[src/rtl/key_pulse_debouncer.sv]
// key_pulse_debouncer
//   Turns a raw, bouncing, active-low pushbutton into a debounced level plus
//   single-cycle press/release strobes in the Clk domain. Intended to feed the
//   count enable of the hex counter so that it runs on the board clock.
//
//   Optional feature macro: AUTO_REPEAT_EN
//     defined   -> while held, press_pulse re-fires after REPEAT_DELAY cycles,
//                  then every REPEAT_PERIOD cycles.
//     undefined -> one press_pulse per accepted press, no repeat logic.
//
// Ports:
//   Clk           in   system clock (CLOCK_50)
//   Resetn        in   asynchronous active-low reset
//   key_n         in   raw pushbutton, 0 = pressed, asynchronous to Clk
//   pressed       out  debounced level, 1 while the key is accepted as held
//   press_pulse   out  one-cycle strobe on accepted press (and auto-repeat)
//   release_pulse out  one-cycle strobe on accepted release
module key_pulse_debouncer #(
    parameter int DEBOUNCE_CYCLES = 1000000,
    parameter int CNT_W           = 20,
    parameter int REPEAT_DELAY    = 25000000,
    parameter int REPEAT_PERIOD   = 5000000
) (
    input  logic Clk,
    input  logic Resetn,
    input  logic key_n,
    output logic pressed,
    output logic press_pulse,
    output logic release_pulse
);

    // Repeat intervals can exceed the debounce range, so the shared counter
    // is widened only when the repeat logic exists.
`ifdef AUTO_REPEAT_EN
    localparam int RPT_MAX = (REPEAT_DELAY > REPEAT_PERIOD) ? REPEAT_DELAY : REPEAT_PERIOD;
    localparam int RPT_W   = $clog2(RPT_MAX + 1);
    localparam int CW      = (RPT_W > CNT_W) ? RPT_W : CNT_W;
`else
    localparam int CW      = CNT_W;
`endif

    localparam logic [CW-1:0] DB_LAST = CW'(DEBOUNCE_CYCLES - 1);

    // Elaboration-time parameter sanity check.
    if (DEBOUNCE_CYCLES < 2 || DEBOUNCE_CYCLES > (2 ** CNT_W) - 1 ||
        REPEAT_DELAY < 1 || REPEAT_PERIOD < 1) begin : g_bad_param
        $error("key_pulse_debouncer: illegal parameter value");
    end

    typedef enum logic [1:0] {
        IDLE        = 2'd0,
        ARM_PRESS   = 2'd1,
        HELD        = 2'd2,
        ARM_RELEASE = 2'd3
    } state_t;

    state_t        state, state_nxt;
    logic [CW-1:0] cnt, cnt_nxt;
    logic          s1, s2;
    logic          pressed_nxt, press_nxt, release_nxt;
`ifdef AUTO_REPEAT_EN
    // Set once the first (long) repeat delay has elapsed in this hold.
    logic          rep, rep_nxt;
`endif

    // Two-flop synchroniser; reset to the released level.
    always_ff @(posedge Clk or negedge Resetn) begin
        if (!Resetn) begin
            s1 <= 1'b1;
            s2 <= 1'b1;
        end else begin
            s1 <= key_n;
            s2 <= s1;
        end
    end

    always_ff @(posedge Clk or negedge Resetn) begin
        if (!Resetn) begin
            state         <= IDLE;
            cnt           <= '0;
            pressed       <= 1'b0;
            press_pulse   <= 1'b0;
            release_pulse <= 1'b0;
`ifdef AUTO_REPEAT_EN
            rep           <= 1'b0;
`endif
        end else begin
            state         <= state_nxt;
            cnt           <= cnt_nxt;
            pressed       <= pressed_nxt;
            press_pulse   <= press_nxt;
            release_pulse <= release_nxt;
`ifdef AUTO_REPEAT_EN
            rep           <= rep_nxt;
`endif
        end
    end

    always_comb begin
        state_nxt   = state;
        cnt_nxt     = cnt;
        pressed_nxt = pressed;
        press_nxt   = 1'b0;
        release_nxt = 1'b0;
`ifdef AUTO_REPEAT_EN
        rep_nxt     = rep;
`endif
        case (state)
            IDLE: begin
                if (!s2) begin
                    state_nxt = ARM_PRESS;
                    cnt_nxt   = CW'(1);
                end else begin
                    cnt_nxt   = '0;
                end
            end
            ARM_PRESS: begin
                if (s2) begin
                    state_nxt = IDLE;
                    cnt_nxt   = '0;
                end else if (cnt == DB_LAST) begin
                    state_nxt   = HELD;
                    pressed_nxt = 1'b1;
                    press_nxt   = 1'b1;
                    cnt_nxt     = '0;
`ifdef AUTO_REPEAT_EN
                    rep_nxt     = 1'b0;
`endif
                end else begin
                    cnt_nxt = cnt + CW'(1);
                end
            end
            HELD: begin
                if (s2) begin
                    state_nxt = ARM_RELEASE;
                    cnt_nxt   = CW'(1);
                end else begin
`ifdef AUTO_REPEAT_EN
                    // cnt counts held cycles; terminal value depends on
                    // whether the first repeat has already fired.
                    if (cnt == (rep ? CW'(REPEAT_PERIOD - 1) : CW'(REPEAT_DELAY - 1))) begin
                        press_nxt = 1'b1;
                        cnt_nxt   = '0;
                        rep_nxt   = 1'b1;
                    end else begin
                        cnt_nxt = cnt + CW'(1);
                    end
`else
                    cnt_nxt = cnt;
`endif
                end
            end
            ARM_RELEASE: begin
                if (!s2) begin
                    // Bounce back: repeat timing restarts from REPEAT_DELAY.
                    state_nxt = HELD;
                    cnt_nxt   = '0;
`ifdef AUTO_REPEAT_EN
                    rep_nxt   = 1'b0;
`endif
                end else if (cnt == DB_LAST) begin
                    state_nxt   = IDLE;
                    pressed_nxt = 1'b0;
                    release_nxt = 1'b1;
                    cnt_nxt     = '0;
                end else begin
                    cnt_nxt = cnt + CW'(1);
                end
            end
            default: begin
                state_nxt = IDLE;
                cnt_nxt   = '0;
            end
        endcase
    end

endmodule

[config.mk]
export PLATFORM = sky130hd
export DESIGN_NAME = key_pulse_debouncer
export DESIGN_NICKNAME = d
export VERILOG_FILES = /design/src/rtl/key_pulse_debouncer.sv
export SDC_FILE = /design/constraint.sdc
export NUM_CORES = 1
export LEC_CHECK = 0
export ABC_AREA = 1
export CAP_MARGIN = 40
export CORE_UTILIZATION = 44
export DETAILED_ROUTE_END_ITERATION = 16
export SYNTH_ARGS = -nofsm -noshare
export SYNTH_HDL_FRONTEND = slang
export SYNTH_SLANG_ARGS = --single-unit
[constraint.sdc]
create_clock -name Clk -period 1.4 [get_ports Clk]
set_input_delay 0.14 -clock Clk [delete_from_list [all_inputs] [get_ports Clk]]
set_output_delay 0.14 -clock Clk [all_outputs]
set_load 0.005 [all_outputs]
### Word level (Yosys, flattened, before mapping)

Cells that the tools add are included.

| storage, ports and cells | value |
|---|---|
| register bits | 27 |
| word-level logic and storage cells | 47 |
| output and inout bits | 3 |
| input bits | 3 |

| operators by class | value |
|---|---|
| $add $sub $neg | 1 |
| equal/unequal tests | 12 |
| mux-type cells | 23 |
| reductions and logical operators | 4 |

Operators by type and width:

| kind | count |
|---|---|
| 2-to-1 mux 20 bit | 4 |
| one-hot mux 20 bit (4 select lines) | 1 |
| adder 20 x 1 -> 20 bit, second input constant | 1 |
| equality test 20 bit, second input constant | 1 |
| 2-to-1 mux 2 bit | 6 |
| != test 2 bit, second input constant | 6 |
| 2-to-1 mux 1 bit | 10 |
| one-hot mux 2 bit (4 select lines) | 1 |
| != test 3 bit, second input constant | 2 |
| AND reduction 5 bit | 1 |
| equality test 2 bit, second input constant | 2 |
| AND reduction 4 bit | 1 |
| equality test 2 x 1 -> 1 bit, second input constant | 1 |
| zero test 2 bit | 1 |
| one-hot mux 1 bit (2 select lines) | 1 |
| nonzero test 2 bit | 1 |

### Longest topological paths before layout

Gate-level depths: netlist of the first run.

| logic depth | value |
|---|---|
| depth after elaboration | 4 |
| gate-level depth with buffers | 10 |
| mapped depth without buffers | 9 |

### Least setup slack after synthesis of the first run

Ideal clock, no wire load.

| path | value |
|---|---|
| kind | register to register |
| start point | register cnt[0] |
| end point | register cnt[12] |
| required time | 1.281 ns |
| cell stages (with the launch flop) | 10 |
| setup slack | 0.003 ns |
| setup time | 0.119 ns |
| arrival time | 1.277 ns |
| path buffers | 1 |
| clock period less this slack | 1.397 ns |
| path through | dfrtp_1 ha_1 nand3_1 nor2_1 nand3_2 nand2_4 nand2_4 clkinv_4 buf_12 nor2_1 |

| between the ends | value |
|---|---|
| word-level cells in the longest chain between the ends | 4 |
| elaborated cells on any way between the ends | 6 |
| classes of those cells | 1 x add/sub; 1 x eq/ne; 4 x mux |

RTL lines:

| item | line | source |
|---|---|---|
| from (decl) | 58 | `logic [CW-1:0] cnt, cnt_nxt;` |
| from (signal assigned) | 89 | `cnt <= cnt_nxt;` |
| adder 20 x 1 -> 20 bit or equality test 20 bit (tied branches) | -- |  |
| 2-to-1 mux 20 bit (*) | 121, 161 |  |
| 2-to-1 mux 20 bit, on equally long branches | 154, 118 |  |
| one-hot mux 20 bit (4 select lines) (*) | 108 | `case (state)` |

Every way passes the cells marked *; elsewhere a longest branch is shown, timed or not.
A chain may end at the register's enable or synchronous reset.

### Worst setup path in the final report of the first run

| path | value |
|---|---|
| start point | register cnt[1] |
| end point | register cnt[12] |

The elaborated chain is that of the path after synthesis.

==> flow_metrics.env, run 1 <==
export IMPL_seq_area_frac_synth_pct=43.4
export IMPL_netlist_cell_type_count=31
export IMPL_synthesis_nets=202
export IMPL_die_h_um=61.6
export IMPL_ys_flop_type="dfrtp_1"
export IMPL_start_util_pct=46.5
export IMPL_final_layout_size_suffix_gt1_share_pct=48.8
export IMPL_met3_usage_pct=4.20
export IMPL_irDropWorstVdd_mv=1.04
export IMPL_switching_share_pct=41.4
export IMPL_vias=1542
export IMPL_insertion_delay_ps=330
export IMPL_dr_first_iter_drc_count=78
export IMPL_fmax_ghz=0.681
export IMPL_min_delay_path_class="in2async"
export IMPL_power_density_nw_per_um2=1020
export IMPL_intPower_mw=1.37
export IMPL_postCtsHoldBufs=0
export IMPL_wire_per_inst_um=14.2
export IMPL_syn_inst=198
export IMPL_hold_viol_final=0
export IMPL_violations="setup timing"
export IMPL_cts_made_buffers=3
export IMPL_dr_pass1_iters=4
export IMPL_rsz0062_at_grt="yes"
export IMPL_clockPowerShare_pct=14.7
export IMPL_rows=21
export IMPL_antenna_found_initial=0
export IMPL_cp_required_ps=1670
export IMPL_wl_um=4140
export IMPL_slew_limit_headroom_pct=76.2
export IMPL_ys_warnings_count=0
export IMPL_grt_met1_usage_pct=32.4
export IMPL_power_frac_comb_pct=43.7
export IMPL_area_growth_synth_to_final_pct=46.6
export IMPL_post_route_min_period_ps=1470
export IMPL_grt_pass1_vias=1463
export IMPL_maxCapViolCount=0
export IMPL_busiest_layer="met2"
export IMPL_cp_end_kind="flip-flop"
export IMPL_slew_violations=0
export IMPL_ant_nets=0
export IMPL_yosys_register_bits=27
export IMPL_ctsRootBufferMaster="clkbuf_4"
export IMPL_grt_pass1_wl_um=6630
export IMPL_setup_viol=17
export IMPL_synthesis_area_sq_um=1560
export IMPL_power_frac_seq_pct=41.7
export IMPL_met2_usage_pct=38.9
export IMPL_finalClockSkew_ps=2.53
export IMPL_tns_ps=-485
export IMPL_arrival_ps=1740
export IMPL_p_sw_uw=967
export IMPL_worstSetupStartpointType="flip-flop"
export IMPL_grt_ovfl_total=0
export IMPL_vias_per_cell=5.28
export IMPL_grt_usage_pct=24.4
export IMPL_worst_slew_pin_slew_ps=357
export IMPL_status="complete, but fails checks"
export IMPL_port_buffers=5
export IMPL_clockBufferDepth=2
export IMPL_num_antenna_cells=0
export IMPL_drc=0
export IMPL_gp_congestion=0.888
export IMPL_synth_edff_count=0
export IMPL_cts_tree="done"
export IMPL_cts_htree_levels=1
export IMPL_worst_slack_ps=-67.9
export IMPL_dp_hpwl_um=2780
export IMPL_crit_type="reg2reg"
export IMPL_cp_max_fo=4
export IMPL_cts_sinks=27
export IMPL_clkTransAtPathRegs_ps=140
export IMPL_die_w_um=61.6
export IMPL_postSynthAreaPerCell_sq_um=7.90
export IMPL_grt_max_degree=28
export IMPL_fillerInstances=287
export IMPL_dieArea_sq_um=3800
export IMPL_io_pins=6
export IMPL_core_area_sq_um=3360
export IMPL_synthArstFlopShare_pct=100
export IMPL_min_period_over_period_pct=105
export IMPL_final_util_pct=68.2
export IMPL_fin_nets=251
export IMPL_cellLeakagePower_nw=0.947
-- cell type report --
class | instances | area, sq um | share of cell area [%]
Inverter | 26 | 110 | 4.80
Timing Repair Buffer | 45 | 364 | 15.9
Timing Repair inverter | 1 | 16.3 | 0.710
Tap cell | 46 | 57.6 | 2.51
Clock inverter | 1 | 5.00 | 0.218
Sequential cell | 27 | 686 | 29.9
Clock buffer | 3 | 22.5 | 0.983
Multi-Input combinational cell | 143 | 1030 | 45.0
-- what timing repair did --
action	CTS	global route
cloned	1	0
pin swaps	11	17
gates resized for setup	30	48
setup endpoints to repair	21	26
buffers inserted	5	4
endpoints found under the hold margin	0	0
-- cells in the final DEF, fill, tap and decap left out, drive strengths merged, types with 4 or more instances in the layout --
master          n
nand2          46
buf            40
nand4           6
o21ai           4
inv            25
nor3           10
nand3          18
nor2           37
xor2            4
dfrtp          25
a21oi           7
clkdlybuf4s50   4
-- power by group through the flow --
stage / sequential [mW] / clock, mW / combinational [mW]
finish: 0.973 / 0.342 / 1.02
floorplan: 0.928 / 0 / 0.475
detailed placement: 0.941 / 0 / 0.634
CTS: 0.943 / 0.360 / 0.881
global route: 0.983 / 0.378 / 1.12
global placement: 0.935 / 0 / 0.612
-- per-layer routing --
metal | vias up | share of wire (%)
li1 | 740 | -
met1 | 772 | 45
met2 | 23 | 50
met3 | 7 | 2.8
met4 | 0 | 1.5
met5 | - | 0
-- logic make-up (layout without fill, tap and decap cells) --
logic type | count (synthesis) | in the layout | synth area share [%]
AOI/OAI and AO/OA | 16 | 16 | 5.76
xor gates and xnor gates | 5 | 5 | 2.80
adders and majority gates | 1 | 1 | 0.800
buffers and inverters | 28 | 76 | 8.32
DFF | 27 | 27 | 43.4
and+or+nand+nor | 121 | 121 | 39.0
-- state kept, by name (all words and copies together) (netlist names), named ones only --
| name | flops |
|---|---|
| cnt | 20 |
| press_pulse | 1 |
| pressed | 1 |
| release_pulse | 1 |
| s1 | 1 |
| s2 | 1 |
| state | 1 |
-- Yosys cell counts (2+ instances only) --
library cell / count / area (sq um)
inv_1: 24 / 90.1
dfrtp_1: 25 / 626
nand2_2: 3 / 18.8
o21ai_0: 3 / 15.0
xor2_1: 4 / 35.0
nor2_2: 11 / 68.8
o22ai_1: 2 / 12.5
a21oi_1: 7 / 35.0
nand2_4: 2 / 22.5
nor2_4: 2 / 22.5
nand3b_1: 2 / 15.0
nand3_2: 2 / 20.0
nand3_1: 15 / 75.1
dfstp_2: 2 / 52.6
o21bai_1: 2 / 15.0
nor2_1: 24 / 90.1
nor3_1: 9 / 45.0
nand2_1: 41 / 154
nand4_1: 6 / 37.5
-- worst max-delay path: stages, from the launching register on --
cell	delay (ps)
dfrtp_1	440
ha_4	200
nand2_4	70
nor2_4	160
nand2_2	110
nor2_4	120
inv_1	60
nor2_1	80
o22ai_1	70
nor2_1	90
-- worst paths after layout --
check                      slack (ps)    from       to  cells after the start
min                               180  Resetn  pressed                      2
max                               -70  cnt[1]  cnt[12]                      9
max in group asynchronous         910  Resetn       s1                      2
max reg2reg                       -70  cnt[1]  cnt[12]                      9
min reg2reg                       370      s1       s2                      0
min in group Clk                  200   key_n       s1                      1
-- per-stage QoR --
step	cells	total power [mW]	area (sq um)	hold slack (ps)	setup slack [ps]
after floorplan	198	1.40	1560	-156	3.47
after global routing	292	2.48	2290	182	-162
after detailed placement	278	1.58	1880	349	-170
after global placement	278	1.55	1880	346	-111
after CTS	288	2.18	2090	183	-53.4
final	292	2.33	2290	176	-67.9
(Power assumes the default switching activity.)
==> inputs of run 2 (changes only) <==
--- a/config.mk
+++ b/config.mk
@@ -7,6 +7,7 @@
 export LEC_CHECK = 0
 export ABC_AREA = 1
 export CAP_MARGIN = 40
+export CORE_MARGIN = 8
 export CORE_UTILIZATION = 44
 export DETAILED_ROUTE_END_ITERATION = 16
 export SYNTH_ARGS = -nofsm -noshare
==> run 2 against run 1 <==
  * The flow still finishes with violations (setup timing)
  * Global-route usage is 9.2 points lower
  * Via count up 0.32%
  * Highest routed layer unchanged
  * First-iteration DRC count up 27%
  * Setup slack got worse by 55 ps
  * Critical path type unchanged
  * Clock power rose by 4%
  * Clock-buffer cell count did not move
  * Power increased by 1.7%
  * Cell area up 1.4%
==> flow_metrics.env, run 2 (synthesis gave the netlist of run 1 again) <==
export IMPL_gp_congestion=0.859
export IMPL_cts_tree="done"
export IMPL_dieArea_sq_um=5720
export IMPL_cpPeakStageDelay_ps=450
export IMPL_slew_limit_headroom_pct=76.8
export IMPL_clockBufferDepth=2
export IMPL_core_area_sq_um=3390
export IMPL_port_buffers=5
export IMPL_wire_per_inst_um=14.4
export IMPL_arrival_ps=1770
export IMPL_worst_slack_ps=-123
export IMPL_power_frac_seq_pct=40.3
export IMPL_maxCapViolCount=0
export IMPL_final_common_cell="buf_4"
export IMPL_cp_required_ps=1650
export IMPL_rows=21
export IMPL_multi_input_area_sq_um=1040
export IMPL_area_growth_synth_to_final_pct=48.6
export IMPL_setup_viol=19
export IMPL_status="complete, but fails checks"
export IMPL_cp_end_kind="flip-flop"
export IMPL_worstSetupStartpointType="flip-flop"
export IMPL_insertion_delay_ps=340
export IMPL_antenna_found_initial=0
export IMPL_fillerInstances=267
export IMPL_die_w_um=75.6
export IMPL_vias=1547
export IMPL_cellLeakagePower_nw=0.948
export IMPL_io_pins=6
export IMPL_critical_path_cell_chain="buf_6 -> nand3_4 -> nor2_4 -> nand3_2 -> nor2_4 -> nand4_1 -> nand2_2 -> nor2_4"
export IMPL_clockPowerShare_pct=14.9
export IMPL_cp_common_cell="nor2_4"
export IMPL_min_period_over_period_pct=109
export IMPL_rsz0062_at_grt="yes"
export IMPL_post_route_min_period_ps=1520
export IMPL_slew_violations=0
export IMPL_cts_sinks=27
export IMPL_vias_per_cell=5.19
export IMPL_irDropWorstVdd_mv=0.872
export IMPL_finalClockSkew_ps=4.64
export IMPL_clkTransAtPathRegs_ps=150
export IMPL_wl_um=4310
export IMPL_grt_max_degree=28
export IMPL_fmax_ghz=0.657
export IMPL_dr_pass1_iters=4
export IMPL_dr_first_iter_drc_count=99
export IMPL_crit_type="reg2reg"
export IMPL_regMostFlops="cnt"
export IMPL_power_density_nw_per_um2=1020
export IMPL_power_frac_comb_pct=44.7
export IMPL_cts_made_buffers=3
export IMPL_grt_usage_pct=15.1
export IMPL_cp_max_fo=3
export IMPL_grt_pass1_vias=1488
export IMPL_grt_ovfl_total=0
export IMPL_grt_pass1_wl_um=6690
export IMPL_drc=0
export IMPL_intPower_mw=1.38
export IMPL_dp_hpwl_um=2840
export IMPL_start_util_pct=46.1
export IMPL_worst_hold_slack_ps=146
export IMPL_postCtsHoldBufs=0
export IMPL_layout_common_cells="buf_4, nand2_1, dfrtp_1"
export IMPL_violations="setup timing"
export IMPL_num_antenna_cells=0
export IMPL_switching_share_pct=41.8
export IMPL_cpMaxStageDelayCell="dfrtp_1"
export IMPL_ctsRootBufferMaster="clkbuf_4"
export IMPL_largest_reg_flops=20
export IMPL_die_h_um=75.6
export IMPL_placed_cell_area_sq_um=1890
export IMPL_min_delay_path_class="in2async"
export IMPL_fin_nets=257
export IMPL_p_sw_uw=993
export IMPL_ant_nets=0
export IMPL_hold_viol_final=0
export IMPL_cts_htree_levels=1
export IMPL_ff_latch_area_sq_um=682
export IMPL_worst_slew_pin_slew_ps=345
export IMPL_final_layout_size_suffix_gt1_share_pct=49.6
export IMPL_final_area_sq_um=2320
run 2: cell count changes in the layout (fill, tap and decap cells not counted), sizes merged:
cell	before	now
buf	40	45
dlymetal6s2s	1	0
clkdlybuf4s50	4	5
nand3	18	19
run 2: path summary, 6_finish.rpt:
check	startpoint	to	slack, ps	cells after the start
hold reg to reg	s1	s2	370	0
hold / removal	Resetn	press_pulse	150	2
setup reg to reg	cnt[0]	cnt[19]	-120	8
max in group asynchronous	Resetn	s1	950	2
setup / recovery	cnt[0]	cnt[19]	-120	8
min in group Clk	key_n	s1	190	1
run 2: cell type report:
class,instances,area share [%]
Multi-Input combinational cell,144,44.6
Clock buffer,3,0.969
Timing Repair Buffer,50,17.0
Timing Repair inverter,1,0.700
Inverter,26,4.74
Clock inverter,1,0.215
Tap cell,46,2.48
Sequential cell,27,29.3
run 2: metrics by stage:
| stage | setup TNS [ps] | utilization [%] | setup WS, ps | power (mW) | cells |
|---|---|---|---|---|---|
| floorplan | 0 | - | 3.47 | 1.40 | 198 |
| global placement | -1760 | 55.8 | -118 | 1.59 | 280 |
| detailed placement | -2590 | 55.8 | -184 | 1.61 | 280 |
| CTS | -840 | 62.5 | -62.4 | 2.19 | 290 |
| global route | -2920 | 68.6 | -243 | 2.53 | 298 |
| finish | -1190 | 68.6 | -123 | 2.37 | 298 |
run 2: layer usage:
| layer | share of wire, % | global-route usage, % | vias up |
|---|---|---|---|
| met5 | 0 | 0 | - |
| met4 | 1.7 | 4.69 | 0 |
| met3 | 5.0 | 2.50 | 9 |
| met2 | 50 | 24.1 | 37 |
| met1 | 43 | 20.4 | 752 |
| li1 | - | - | 749 |
run 2: timing repair:
action | CTS | global route
gates resized for setup | 32 | 39
pin swaps | 9 | 10
endpoints found under the setup margin | 22 | 25
buffers inserted | 5 | 8
cloned | 1 | 1
run 2: critical path, delay by kind of cell, from the launching register on:
kind	cells	cell delay, ps
simple gates	7	860
buf+inv	1	130
flops	1	450
run 2: power by group through the flow:
stage / Sequential [mW] / Combinational (mW) / Clock, mW
floorplan: 0.928 / 0.475 / 0
global placement: 0.929 / 0.659 / 0
detailed placement: 0.936 / 0.672 / 0
CTS: 0.938 / 0.893 / 0.357
global route: 0.970 / 1.17 / 0.395
finish: 0.958 / 1.06 / 0.355
==> inputs of run 3 (changes only) <==
--- a/config.mk
+++ b/config.mk
@@ -9,6 +9,7 @@
 export CAP_MARGIN = 40
 export CORE_MARGIN = 8
 export CORE_UTILIZATION = 44
+export CTS_BUF_LIST = sky130_fd_sc_hd__clkbuf_4 sky130_fd_sc_hd__clkbuf_8 sky130_fd_sc_hd__clkbuf_16
 export DETAILED_ROUTE_END_ITERATION = 16
 export SYNTH_ARGS = -nofsm -noshare
 export SYNTH_HDL_FRONTEND = slang
==> results of run 3 <==
The final DEF is identical to that of run 2; final timing and power are the same.
==> variant: new RTL, settings of run 3 <==
Add a define of `AUTO_REPEAT_EN`.
--- a/src/rtl/key_pulse_debouncer.sv
+++ b/src/rtl/key_pulse_debouncer.sv
@@ -15,6 +15,8 @@
 //   pressed       out  debounced level, 1 while the key is accepted as held
 //   press_pulse   out  one-cycle strobe on accepted press (and auto-repeat)
 //   release_pulse out  one-cycle strobe on accepted release
+`define AUTO_REPEAT_EN
+
 module key_pulse_debouncer #(
     parameter int DEBOUNCE_CYCLES = 1000000,
     parameter int CNT_W           = 20,
Function: same outputs for any inputs over 10 cycles, from zero or initial values and one cycle with Resetn low; that may be too few to reach the edited logic, so the function may still have changed.
==> variant against run 3 <==
  * The flow still finishes with violations (negative setup slack)
  * Clock power rose to 2.7 times the old value
  * Count of clock-buffer cells in the layout up 4
  * Routed wire length up 37%
  * Worst setup slack worse by 0.19 ns
  * Area after synthesis up 38%
  * Sequential cell count up 6
  * Cell area up 35%
  * Utilization down 2.0 points
  * Clock skew up 0.0015 ns
  * Total power up 59%
  * Non-clock buffer count up 34
  * Critical endpoint is now cnt[13]$_DFF_PN0_
  * Largest power group unchanged
==> variant: results (changes against run 3) <==
metric	value	unit	change
status	finished with violations		
violations	negative setup slack		
seq_area_frac_synth	38.47	%	-4.9 points
drtIter0Drc	113		+14%
p_sw_share	35.75	%	-6.1 points
wl	5888	um	+37%
cp-startpoint	cnt[1]$_DFF_PN0_		
leakage	1.496	nW	+58%
drive_gt1_share	35.83	%	-14 points
setup_ws	-0.3091	ns	-0.1862 ns
insertion_delay	0.29	ns	-0.05 ns
arrival	1.88	ns	+0.11 ns
grt_pass1_wl	10010	um	+50%
largest_register_ffs	25		+25%
slowest_delay	0.40	ns	-0.05 ns
finalSetupViolCount	30		+11
skew	0.006179	ns	+0.001536 ns
vias	2082		+35%
slew_headroom	73.11	%	-3.7 points
cp_max_fo	8		+5
clockRootBuffer	clkbuf_8		
avgSynthCellArea	7.555	um^2	-4.3%
netlist-cell-type-count	27		-13%
wl_per_cell	13.35	um	-7.6%
hp-class	primary input to flop		
grt_max_degree	19		-32%
## variant: changes by cell type after synthesis, sizes merged, moves of 3 or more
cell   delta
a21oi     -4
dfrtp     +6
ha        +4
inv      +14
nand2    +28
nand3     +9
nor2     +18
o21ai     +3
xor2     +13
## variant: power groups by stage
stage,sequential [W],clock (W),combinational (W)
final,0.00111,0.000970,0.00170
after global routing,0.00112,0.00103,0.00186
after CTS,0.00110,0.000983,0.00159
after detailed placement,0.00112,0,0.00138
after global placement,0.00112,0,0.00135
after floorplan,0.00112,0,0.000828
## variant: worst paths after layout
check / to / slack, ns / depth (start not counted)
setup / recovery: cnt[13]$_DFF_PN0_ / -0.31 / 11
hold / removal: s1$_DFF_PN1_ / 0.28 / 1
setup reg to reg: cnt[13]$_DFF_PN0_ / -0.31 / 11
hold reg to reg: s2$_DFF_PN1_ / 0.36 / 0
max in group asynchronous: cnt[2]$_DFF_PN0_ / 0.65 / 3
min in group asynchronous: cnt[16]$_DFF_PN0_ / 0.30 / 2
## variant: cell type report
cell class | instances | area [um^2]
inverter | 39 | 146.4
sequential | 33 | 828.3
tap | 67 | 83.83
fill | 405 | 1578
timing repair buffer | 84 | 718.2
multi-input combinational | 210 | 1249
clock inverter | 1 | 30.03
clock buffer | 7 | 90.09
## variant: per-layer routing
metal	up-vias	global-route usage [%]	routed length, um
met5	-	0	0
met4	0	5.573	69
met3	7	3.343	209
met2	43	27.99	2863
met1	968	22.51	2745
li1	1064	-	-
## variant: through the flow
stage          hold WS, ns  setup slack (ns)  utilization, %
2_1_floorplan      -0.1556           -0.2030               -
3_3_place_gp       0.08452           -0.2162           60.11
3_5_place_dp       0.09094           -0.2970           60.11
4_1_cts             0.2628           -0.2836           64.56
5_1_grt             0.2697           -0.4171           66.60
6_report            0.2766           -0.3091           66.60
## variant: what timing repair did
item | CTS | global route
gates cloned | 1 | 0
pin swaps | 7 | 11
resized for setup | 7 | 16
hold buffers | 1 | 0
setup endpoints to repair | 30 | 31
setup buffers | 3 | 3
endpoints found under the hold margin | 13 | 0
## variant: cell families after synthesis
family,count (synthesis),share of synthesized area (%)
simple gates,177,40.15
buf+inv,42,8.832
flops,33,38.47
xor+xnor,18,7.321
compound gates,10,2.324
fa+ha+maj,5,2.905
## variant: critical path, delay by kind of cell, from the launching register on
family | cells | cell delay (ns)
simple gates | 9 | 0.87
flops | 1 | 0.40
fa+ha+maj | 1 | 0.16
buf+inv | 1 | 0.15
